### config.mk
export PLATFORM = sky130hd
export DESIGN_NAME = memory_stage
export DESIGN_NICKNAME = d
export VERILOG_FILES = /design/src/rtl/memory_stage.sv
export SDC_FILE = /design/constraint.sdc
export NUM_CORES = 1
export LEC_CHECK = 0
export CELL_PAD_IN_SITES_DETAIL_PLACEMENT = 0
export CELL_PAD_IN_SITES_GLOBAL_PLACEMENT = 1
export CORE_ASPECT_RATIO = 0.7
export CORE_MARGIN = 10
export CORE_UTILIZATION = 31
export CTS_BUF_LIST = sky130_fd_sc_hd__clkbuf_2 sky130_fd_sc_hd__clkbuf_4 sky130_fd_sc_hd__clkbuf_8
export CTS_CLUSTER_SIZE = 25
export DETAILED_ROUTE_END_ITERATION = 6
export GPL_ROUTABILITY_DRIVEN = 0
export HOLD_SLACK_MARGIN = 0.02
export PLACE_DENSITY_LB_ADDON = 0.1
export SETUP_SLACK_MARGIN = 0.4
export SYNTH_ARGS = -nofsm -noshare
export SYNTH_HDL_FRONTEND = slang
export SYNTH_SLANG_ARGS = --single-unit
### constraint.sdc
create_clock -name clk -period 2.4 [get_ports clk]
set_input_delay 0.48 -clock clk [delete_from_list [all_inputs] [get_ports clk]]
set_output_delay 0.48 -clock clk [all_outputs]
set_load 0.02 [all_outputs]
### src/rtl/memory_stage.sv
// Memory (M) stage and MEM/WB pipeline register of the 5-stage RV32I core.
// Issues byte/half/word loads and stores over a req/ready data-memory port.
// Load data is sign- or zero-extended. Upstream stages are held with StallM
// while an access is outstanding.
// Optional feature macro: MEM_MISALIGN_TRAP_EN. When it is defined, misaligned
// accesses issue no request and raise MisalignW for one cycle instead.
// WIDTH must be 32, because the byte-lane logic assumes four lanes.
module memory_stage #(
  parameter int WIDTH = 32
) (
  input  logic             clk,
  input  logic             rst_n,
  input  logic             RegWriteM,
  input  logic [1:0]       ResultSrcM,
  input  logic             MemWriteM,
  input  logic [2:0]       Funct3M,
  input  logic [WIDTH-1:0] ALUResultM,
  input  logic [WIDTH-1:0] WriteDataM,
  input  logic [4:0]       RdM,
  input  logic [WIDTH-1:0] PCPlus4M,
  output logic             dmem_req,
  output logic             dmem_we,
  output logic [WIDTH-1:0] dmem_addr,
  output logic [WIDTH-1:0] dmem_wdata,
  output logic [3:0]       dmem_be,
  input  logic [WIDTH-1:0] dmem_rdata,
  input  logic             dmem_ready,
  output logic             StallM,
  output logic             RegWriteW,
  output logic [1:0]       ResultSrcW,
  output logic [WIDTH-1:0] ALUResultW,
  output logic [WIDTH-1:0] ReadDataW,
  output logic [4:0]       RdW,
  output logic [WIDTH-1:0] PCPlus4W
`ifdef MEM_MISALIGN_TRAP_EN
  ,
  output logic             MisalignW
`endif
);

  typedef enum logic {S_IDLE = 1'b0, S_WAIT = 1'b1} state_e;

  state_e           state_q, state_d;
  logic             access, is_byte, is_half, misalign_m, trap_m;
  logic             in_wait, req_raw, stall_raw, complete;
  logic [3:0]       be_m;
  logic [WIDTH-1:0] addr_m, wdata_m;

  // Request attributes latched while idle, so they stay stable during WAIT
  logic [WIDTH-1:0] addr_q, addr_d, wdata_q, wdata_d;
  logic             we_q, we_d;
  logic [3:0]       be_q, be_d;
  logic [2:0]       funct3_q, funct3_d;
  logic [1:0]       off_q, off_d;

  logic [2:0]       funct3_sel;
  logic [1:0]       off_sel;
  logic [WIDTH-1:0] rdata_masked, rdata_shift, load_ext;

  // MEM/WB register
  logic             reg_write_w_q, reg_write_w_d;
  logic [1:0]       result_src_w_q, result_src_w_d;
  logic [WIDTH-1:0] alu_result_w_q, alu_result_w_d;
  logic [WIDTH-1:0] read_data_w_q, read_data_w_d;
  logic [4:0]       rd_w_q, rd_w_d;
  logic [WIDTH-1:0] pc_plus4_w_q, pc_plus4_w_d;
  logic             misalign_w_q, misalign_w_d;

  // Decode the M-stage access: size, alignment, lane enables and replicated store data
  always_comb begin
    // NOTE: every output of a combinational block gets a default first, so no path can infer a latch.
    be_m       = 4'b0000;
    wdata_m    = WriteDataM;
    access     = MemWriteM | (ResultSrcM == 2'b01);
    is_byte    = (Funct3M[1:0] == 2'b00);
    is_half    = (Funct3M[1:0] == 2'b01);
    misalign_m = (is_half & ALUResultM[0]) |
                 (~is_byte & ~is_half & (ALUResultM[1:0] != 2'b00));
    addr_m     = {ALUResultM[WIDTH-1:2], 2'b00};
    if (is_byte) begin
      be_m    = 4'b0001 << ALUResultM[1:0];
      wdata_m = {4{WriteDataM[7:0]}};
    end else if (is_half) begin
      be_m    = 4'b0011 << {ALUResultM[1], 1'b0};
      wdata_m = {2{WriteDataM[15:0]}};
    end else begin
      be_m    = 4'b1111;
    end
    if (misalign_m) be_m = 4'b0000;
  end

`ifdef MEM_MISALIGN_TRAP_EN
  assign trap_m = (state_q == S_IDLE) & access & misalign_m;
`else
  assign trap_m = 1'b0;
`endif

  // FSM state register
  always_ff @(posedge clk or negedge rst_n) begin
    // NOTE: sequential state is updated with non-blocking assignments, so all flops sample pre-edge values.
    if (!rst_n) state_q <= S_IDLE;
    else        state_q <= state_d;
  end

  // FSM next state: park in WAIT until the memory answers
  always_comb begin
    state_d = state_q;
    unique case (state_q)
      S_IDLE: if (req_raw && !dmem_ready) state_d = S_WAIT;
      S_WAIT: if (dmem_ready)             state_d = S_IDLE;
      default:                            state_d = S_IDLE;
    endcase
  end

  // FSM outputs: request/stall raw values (reset forces both low asynchronously)
  always_comb begin
    req_raw   = 1'b0;
    stall_raw = 1'b0;
    unique case (state_q)
      S_IDLE: begin
        req_raw   = access & ~trap_m;
        stall_raw = req_raw & ~dmem_ready;
      end
      S_WAIT: begin
        req_raw   = 1'b1;
        stall_raw = ~dmem_ready;
      end
      default: ;
    endcase
  end

  assign in_wait  = (state_q == S_WAIT);
  assign complete = req_raw & dmem_ready;
  assign dmem_req = req_raw & rst_n;
  assign StallM   = stall_raw & rst_n;

  // Memory bus: live decode when idle, latched copies while waiting
  always_comb begin
    dmem_we    = in_wait ? we_q    : MemWriteM;
    dmem_addr  = in_wait ? addr_q  : addr_m;
    dmem_wdata = in_wait ? wdata_q : wdata_m;
    dmem_be    = in_wait ? be_q    : be_m;
  end

  // Capture request attributes every idle cycle; hold them while waiting
  always_comb begin
    addr_d   = in_wait ? addr_q   : addr_m;
    wdata_d  = in_wait ? wdata_q  : wdata_m;
    we_d     = in_wait ? we_q     : MemWriteM;
    be_d     = in_wait ? be_q     : be_m;
    funct3_d = in_wait ? funct3_q : Funct3M;
    off_d    = in_wait ? off_q    : ALUResultM[1:0];
  end

  // Latched request attributes
  always_ff @(posedge clk or negedge rst_n) begin
    if (!rst_n) begin
      addr_q   <= '0;
      wdata_q  <= '0;
      we_q     <= 1'b0;
      be_q     <= 4'b0000;
      funct3_q <= 3'b000;
      off_q    <= 2'b00;
    end else begin
      addr_q   <= addr_d;
      wdata_q  <= wdata_d;
      we_q     <= we_d;
      be_q     <= be_d;
      funct3_q <= funct3_d;
      off_q    <= off_d;
    end
  end

  // Load extraction: disabled lanes read as zero, then shift the addressed lane down and extend it
  always_comb begin
    funct3_sel = in_wait ? funct3_q : Funct3M;
    off_sel    = in_wait ? off_q    : ALUResultM[1:0];
    for (int i = 0; i < 4; i++) begin
      rdata_masked[8*i +: 8] = dmem_rdata[8*i +: 8] & {8{dmem_be[i]}};
    end
    rdata_shift = rdata_masked >> {off_sel, 3'b000};
    unique case (funct3_sel[1:0])
      2'b00:   load_ext = funct3_sel[2] ? {24'b0, rdata_shift[7:0]}
                                        : {{24{rdata_shift[7]}}, rdata_shift[7:0]};
      2'b01:   load_ext = funct3_sel[2] ? {16'b0, rdata_shift[15:0]}
                                        : {{16{rdata_shift[15]}}, rdata_shift[15:0]};
      default: load_ext = rdata_shift;
    endcase
  end

  // MEM/WB next value: trap, bubble while stalled, or capture the M fields
  always_comb begin
    reg_write_w_d  = reg_write_w_q;
    result_src_w_d = result_src_w_q;
    alu_result_w_d = alu_result_w_q;
    read_data_w_d  = read_data_w_q;
    rd_w_d         = rd_w_q;
    pc_plus4_w_d   = pc_plus4_w_q;
    misalign_w_d   = 1'b0;
    if (trap_m) begin
      reg_write_w_d  = 1'b0;
      result_src_w_d = ResultSrcM;
      alu_result_w_d = ALUResultM;
      read_data_w_d  = '0;
      rd_w_d         = RdM;
      pc_plus4_w_d   = PCPlus4M;
      misalign_w_d   = 1'b1;
    end else if (stall_raw) begin
      reg_write_w_d  = 1'b0;
      rd_w_d         = 5'd0;
    end else begin
      reg_write_w_d  = RegWriteM;
      result_src_w_d = ResultSrcM;
      alu_result_w_d = ALUResultM;
      read_data_w_d  = (complete & ~dmem_we) ? load_ext : '0;
      rd_w_d         = RdM;
      pc_plus4_w_d   = PCPlus4M;
    end
  end

  // MEM/WB register
  always_ff @(posedge clk or negedge rst_n) begin
    if (!rst_n) begin
      reg_write_w_q  <= 1'b0;
      result_src_w_q <= 2'b00;
      alu_result_w_q <= '0;
      read_data_w_q  <= '0;
      rd_w_q         <= 5'd0;
      pc_plus4_w_q   <= '0;
      misalign_w_q   <= 1'b0;
    end else begin
      reg_write_w_q  <= reg_write_w_d;
      result_src_w_q <= result_src_w_d;
      alu_result_w_q <= alu_result_w_d;
      read_data_w_q  <= read_data_w_d;
      rd_w_q         <= rd_w_d;
      pc_plus4_w_q   <= pc_plus4_w_d;
      misalign_w_q   <= misalign_w_d;
    end
  end

  assign RegWriteW  = reg_write_w_q;
  assign ResultSrcW = result_src_w_q;
  assign ALUResultW = alu_result_w_q;
  assign ReadDataW  = read_data_w_q;
  assign RdW        = rd_w_q;
  assign PCPlus4W   = pc_plus4_w_q;

`ifdef MEM_MISALIGN_TRAP_EN
  assign MisalignW = misalign_w_q;
`else
  logic unused_misalign;
  assign unused_misalign = misalign_w_q;
`endif

endmodule

# Yosys cells after proc, flatten, opt, wreduce, memory -nomap -nowiden
# Index checks and enable logic that the tools add are counted.
[totals] reg_bits=179 latch_bits=0 ramBits=0 romBits=0 memories=0
[op_classes] addsub=0 multipliers=0 n_div=0 n_lt_le_gt_ge=0 n_eq_ne=3 shift=3 mux=22 n_bitwise=19 n_reduce_logical=5
[ops] operator="32-bit 2-to-1 mux" count=7
[ops] operator="32-bit case mux with 2 select lines" count=1
[ops] operator="8-bit bitwise AND" count=4
[ops] operator="32-bit by 5-bit right shift with 32-bit output" count=1
[ops] operator="4-bit 2-to-1 mux" count=4
[ops] operator="1-bit bitwise AND" count=8
[ops] operator="2-bit by 1-bit equality test with 1-bit output (second input constant)" count=3
[ops] operator="1-bit case mux with 2 select lines" count=3
[ops] operator="5-bit 2-to-1 mux" count=1
[ops] operator="1-bit NOT" count=5
[ops] operator="2-bit zero test" count=2
[ops] operator="1-bit 2-to-1 mux" count=4
[ops] operator="1-bit by 2-bit left shift with 4-bit output (first input constant)" count=1
[ops] operator="2-bit by 2-bit left shift with 4-bit output (first input constant)" count=1
[ops] operator="3-bit 2-to-1 mux" count=1
[ops] operator="2-bit 2-to-1 mux" count=1
[ops] operator="1-bit bitwise OR" count=2
[ops] operator="2-bit nonzero test" count=1
[ops] operator="1-bit logical AND" count=1
[ops] operator="1-bit zero test" count=1

# Logic depth before layout (Yosys ltp)
# Gate-level depths: netlist (run 1).
[logic_depth] ltp_word=12 ltp_mapped=9 ltp_nobuf=6

# Least setup slack after synthesis (run 1)
# Ideal clock, no wire load.
[synth_timing] path_kind="reg-to-output" startpoint="reg state_q (netlist: in_wait)" endpoint="out dmem_be[0]" t_arrival_ns=1.953 setup_slack_ns=-0.033 path_stages_with_launch=7 path_buffers=5 path_cell_list="dfrtp_1 clkbuf_8 buf_2 buf_2 clkbuf_1 clkbuf_1 o31ai_1"
[synth_via] elab_chain_cells=1
[synth_lines] item="from (decl)" line="43" text="state_e state_q, state_d;"
[synth_lines] item="from (signal assigned)" line="102" text="else state_q <= state_d;"
[synth_lines] item="4-bit 2-to-1 mux"
[synth_lines] item="to (decl)" line="25" text="output logic [3:0] dmem_be,"
# No other way between the ends.

# Worst setup path in the final report (run 1)
[layout_timing] startpoint="reg state_q (netlist: in_wait)" endpoint="reg read_data_w_q[18] (netlist: ReadDataW[18])"
[layout_via] elab_chain_cells=6 elab_cells_between_ends=21 cone_classes="eq/ne (1); shift (1); mux (10); bitwise (8); reduce/logical (1)"
[layout_lines] item="4-bit 2-to-1 mux"
[layout_lines] item="8-bit bitwise AND" line="179" text="rdata_masked[8*i +: 8] = dmem_rdata[8*i +: 8] & {8{dmem_be[i]}};"
[layout_lines] item="32-bit by 5-bit right shift with 32-bit output" line="181" text="rdata_shift = rdata_masked >> {off_sel, 3'b000};"
[layout_lines] item="32-bit 2-to-1 mux (on tied branches)" line="185, 183"
[layout_lines] item="32-bit case mux with 2 select lines" line="182" text="unique case (funct3_sel[1:0])"
[layout_lines] item="32-bit 2-to-1 mux" line="215" text="read_data_w_d = (complete & ~dmem_we) ? load_ext : '0;"
[layout_lines] item="to (signal assigned)" line="235" text="read_data_w_q <= read_data_w_d;"
[layout_lines] item="to (decl)" line="64" text="logic [WIDTH-1:0] read_data_w_q, read_data_w_d;"
# Several ways; a longest one is shown, not always the timed one.
# A chain may end at the register's enable or synchronous reset.

==> results.sh, run 1 <==
export IMPL_status="complete, no violations"
export IMPL_drt_wirelength_per_cell_um=22.3
export IMPL_cts_buffers=17
export IMPL_cp_max_fo=7
export IMPL_io_pins=318
export IMPL_grt_pass1_vias=7023
export IMPL_drc=0
export IMPL_p_leak_nw=6.51
export IMPL_max_slew_margin_pct=37.3
export IMPL_final_cells=1369
export IMPL_dp_slack_ns=-0.475
export IMPL_synth_edf_count=0
export IMPL_required_ns=2.75
export IMPL_stdcell_area_sq_um=14100
export IMPL_crit_type="reg -> reg"
export IMPL_yosysSeqAreaShare_pct=57.5
export IMPL_yosys_area_top_type_share_pct=57.5
export IMPL_dpl_cell_area_sq_um=12200
export IMPL_max_freq_mhz=423
export IMPL_synth_nets=756
export IMPL_grtUsageTotal_pct=18.0
export IMPL_crit_path_frequent_cell="buf_6"
export IMPL_power_density_nw_per_um2=605
export IMPL_fin_crit_sh_pct=98.5
export IMPL_synth_flop_cell="dfrtp_1"
export IMPL_drt_initial_drc_count=333
export IMPL_fp_dieW_um=210
export IMPL_yosys_cell_types_count=56
export IMPL_ys_ff_latch=179
export IMPL_hold_viol=0
export IMPL_fin_crit_ns=2.36
export IMPL_cpLargestDelayFamily="compound AO/OA/AOI/OAI gates"
export IMPL_core_sq_um=24700
export IMPL_layout_nets=1171
export IMPL_tightest_slew_ns=0.941
export IMPL_grt_overflow=0
export IMPL_synth_most_common_cell="dfrtp_1"
export IMPL_postRouteAntennaNets=0
export IMPL_crit_chain="buf_8 > a221o_2 > buf_6 > a221oi_4 > nor3_2 > nor4_4 > buf_6 > buf_12 > o31ai_2"
export IMPL_setup_viol=0
export IMPL_placedCellCount=1294
export IMPL_wl_um=30500
export IMPL_clock_sinks=179
export IMPL_cts_buffer_depth=2
export IMPL_final_max_slew_violation_count=0
export IMPL_syn_cell_area_sq_um=7790
export IMPL_insertion_delay_ns=0.48
export IMPL_ir_worst_vdd_uv=368
export IMPL_fin_hold_ws_ns=0.264
export IMPL_synth_common_cells="179 x dfrtp_1, 106 x mux2_2, 59 x nand2_1"
export IMPL_cpMaxStageDelayCell="dfrtp_4"
export IMPL_dr_total_vias=6624
export IMPL_cap_violations=0
export IMPL_root_buffer="clkbuf_8"
export IMPL_start_util_pct=31.6
export IMPL_synth_async_reset_ratio_pct=100
export IMPL_rsz0062_at_grt="yes"
export IMPL_clk_pin_slew_ns=0.11
export IMPL_cp_data_arrival_time_ns=2.71
export IMPL_die_y_um=153
export IMPL_yosysWarnings=0
export IMPL_total_power_mw=8.52
export IMPL_cts_tree="built"
export IMPL_fin_skew_ns=0.0225
export IMPL_numPortBuffers=317
export IMPL_viasPerCell=4.84
export IMPL_num_rows=48
export IMPL_synthToLayoutAreaGrowth_pct=80.5
export IMPL_drive_gt1_share_pct=44.2
export IMPL_first_pass_iters=4
export IMPL_endpoint_kind="flop"
export IMPL_worst_path_buf_inv=4
export IMPL_place_hpwl_um=22600
export IMPL_num_fill_cells=2047
export IMPL_hp_class="in -> async"
export IMPL_antenna_found_initial=4
export IMPL_synth_area_leader_cell="dfrtp_1"
export IMPL_grt_max_degree=179
export IMPL_max_stage_delay_ns=0.56
export IMPL_htreeDepth=4
export IMPL_setup_ws_ns=0.0352
export IMPL_start_kind="flop"
export IMPL_syn_inst=613
export IMPL_synthTopCellsByArea="dfrtp_1 57%, mux2_2 15%, mux2i_1 3.3%, a221oi_1 2.9%, nand2_1 2.8%"
export IMPL_postSynthAreaPerCell_sq_um=12.7
export IMPL_design_die_area_sq_um=32000
export IMPL_grt_pass1_wl_um=45000
## cell type report
cell class	count	area [sq um]	area share (%)
Timing Repair Buffer	441	4670	33.2
Sequential cell	179	4480	31.9
Multi-Input combinational cell	385	4080	29.0
Tap cell	325	407	2.89
Clock buffer	20	269	1.91
Clock inverter	12	144	1.02
Inverter	4	15.0	0.107
Antenna cell	3	7.51	0.0533
## per-layer routing
metal  global-route usage (%)  part of all wire [%]
met1                     23.8                    45
met2                     28.6                    48
met4                     4.89                   1.6
met5                        0                 0.039
met3                     4.67                   5.4
## per-stage QoR
step,utilization [%],TNS (ns)
final,57.0,0
after CTS,52.3,0
after global placement,49.3,-20.71
after floorplan,-,0
after detailed placement,49.3,-21.26
after global routing,57.0,-0.278
## registers in the layout, indices dropped and copies added (netlist names), 3 cells and up
name        cells
funct3_q        3
wdata_q        32
be_q            4
ALUResultW     32
PCPlus4W       32
ReadDataW      32
addr_q         32
RdW             5
## layout by cell type, fill, tap and decap left out, types with 5 or more instances in the layout
| cell type | n |
|---|---|
| dlygate4sd2_1 | 10 |
| mux2i_4 | 5 |
| a221oi_1 | 16 |
| buf_12 | 15 |
| nor2_1 | 19 |
| nand2_4 | 6 |
| a221o_1 | 8 |
| a221oi_2 | 5 |
| clkbuf_8 | 19 |
| o31ai_4 | 10 |
| nand2_1 | 36 |
| a221oi_4 | 6 |
| mux2_4 | 39 |
| mux2_2 | 67 |
| o31ai_2 | 9 |
| buf_4 | 86 |
| dlymetal6s2s_1 | 42 |
| dfrtp_1 | 178 |
| nor2b_1 | 7 |
| buf_6 | 80 |
| a21oi_1 | 13 |
| a21o_1 | 6 |
| nand2_2 | 17 |
| mux2i_1 | 16 |
| o21ai_4 | 24 |
| o31ai_1 | 5 |
| buf_8 | 5 |
| a21oi_2 | 7 |
| clkdlybuf4s50_1 | 191 |
| mux2i_2 | 5 |
## worst paths after layout
path	start	endpoint	slack, ns	depth (start not counted)
max in group asynchronous	rst_n	in_wait	1.44	2
worst min register to register	ReadDataW[19]	ReadDataW[19]	0.49	2
worst min-delay path	rst_n	ALUResultW[26]	0.26	2
worst max register to register	in_wait	ReadDataW[18]	0.04	9
worst max-delay path	in_wait	ReadDataW[18]	0.04	9
min in group clk	ReadDataW[19]	ReadDataW[19]	0.49	2
## worst reg2reg max path, stage by stage, from the launching register on
cell,delay (ns)
dfrtp_4,0.56
buf_8,0.17
a221o_2,0.38
buf_6,0.13
a221oi_4,0.30
nor3_2,0.10
nor4_4,0.22
buf_6,0.17
buf_12,0.15
o31ai_2,0.08
## power by group
group	internal, mW	switching, mW
Sequential	3.31	0.144
Combinational	1.47	1.41
Clock	1.02	1.17
## repair_timing
action | in CTS | in global routing
gates cloned | 4 | 3
hold endpoints to repair | 1 | 0
buffers inserted | 8 | 24
hold buffers | 1 | 0
endpoints found under the setup margin | 111 | 144
pin swaps | 22 | 38
resized for setup | 448 | 211
## logic make-up (layout without fill, tap and decap cells)
group,after synthesis,count (layout),share of synthesized area (%)
simple gates,121,121,7.69
buf+inv,49,477,3.64
mux,132,132,18.7
other cells,0,3,0
flops,179,179,57.5
compound gates,130,130,12.3
xor+xnor,2,2,0.225
Power figures use the tool's default switching activity.
==> inputs of run 2 (changes only) <==
--- a/config.mk
+++ b/config.mk
@@ -13,7 +13,6 @@
 export CTS_BUF_LIST = sky130_fd_sc_hd__clkbuf_2 sky130_fd_sc_hd__clkbuf_4 sky130_fd_sc_hd__clkbuf_8
 export CTS_CLUSTER_SIZE = 25
 export DETAILED_ROUTE_END_ITERATION = 6
-export GPL_ROUTABILITY_DRIVEN = 0
 export HOLD_SLACK_MARGIN = 0.02
 export PLACE_DENSITY_LB_ADDON = 0.1
 export SETUP_SLACK_MARGIN = 0.4
==> results of run 2 <==
The final DEF is identical to that of run 1; final timing and power are the same.
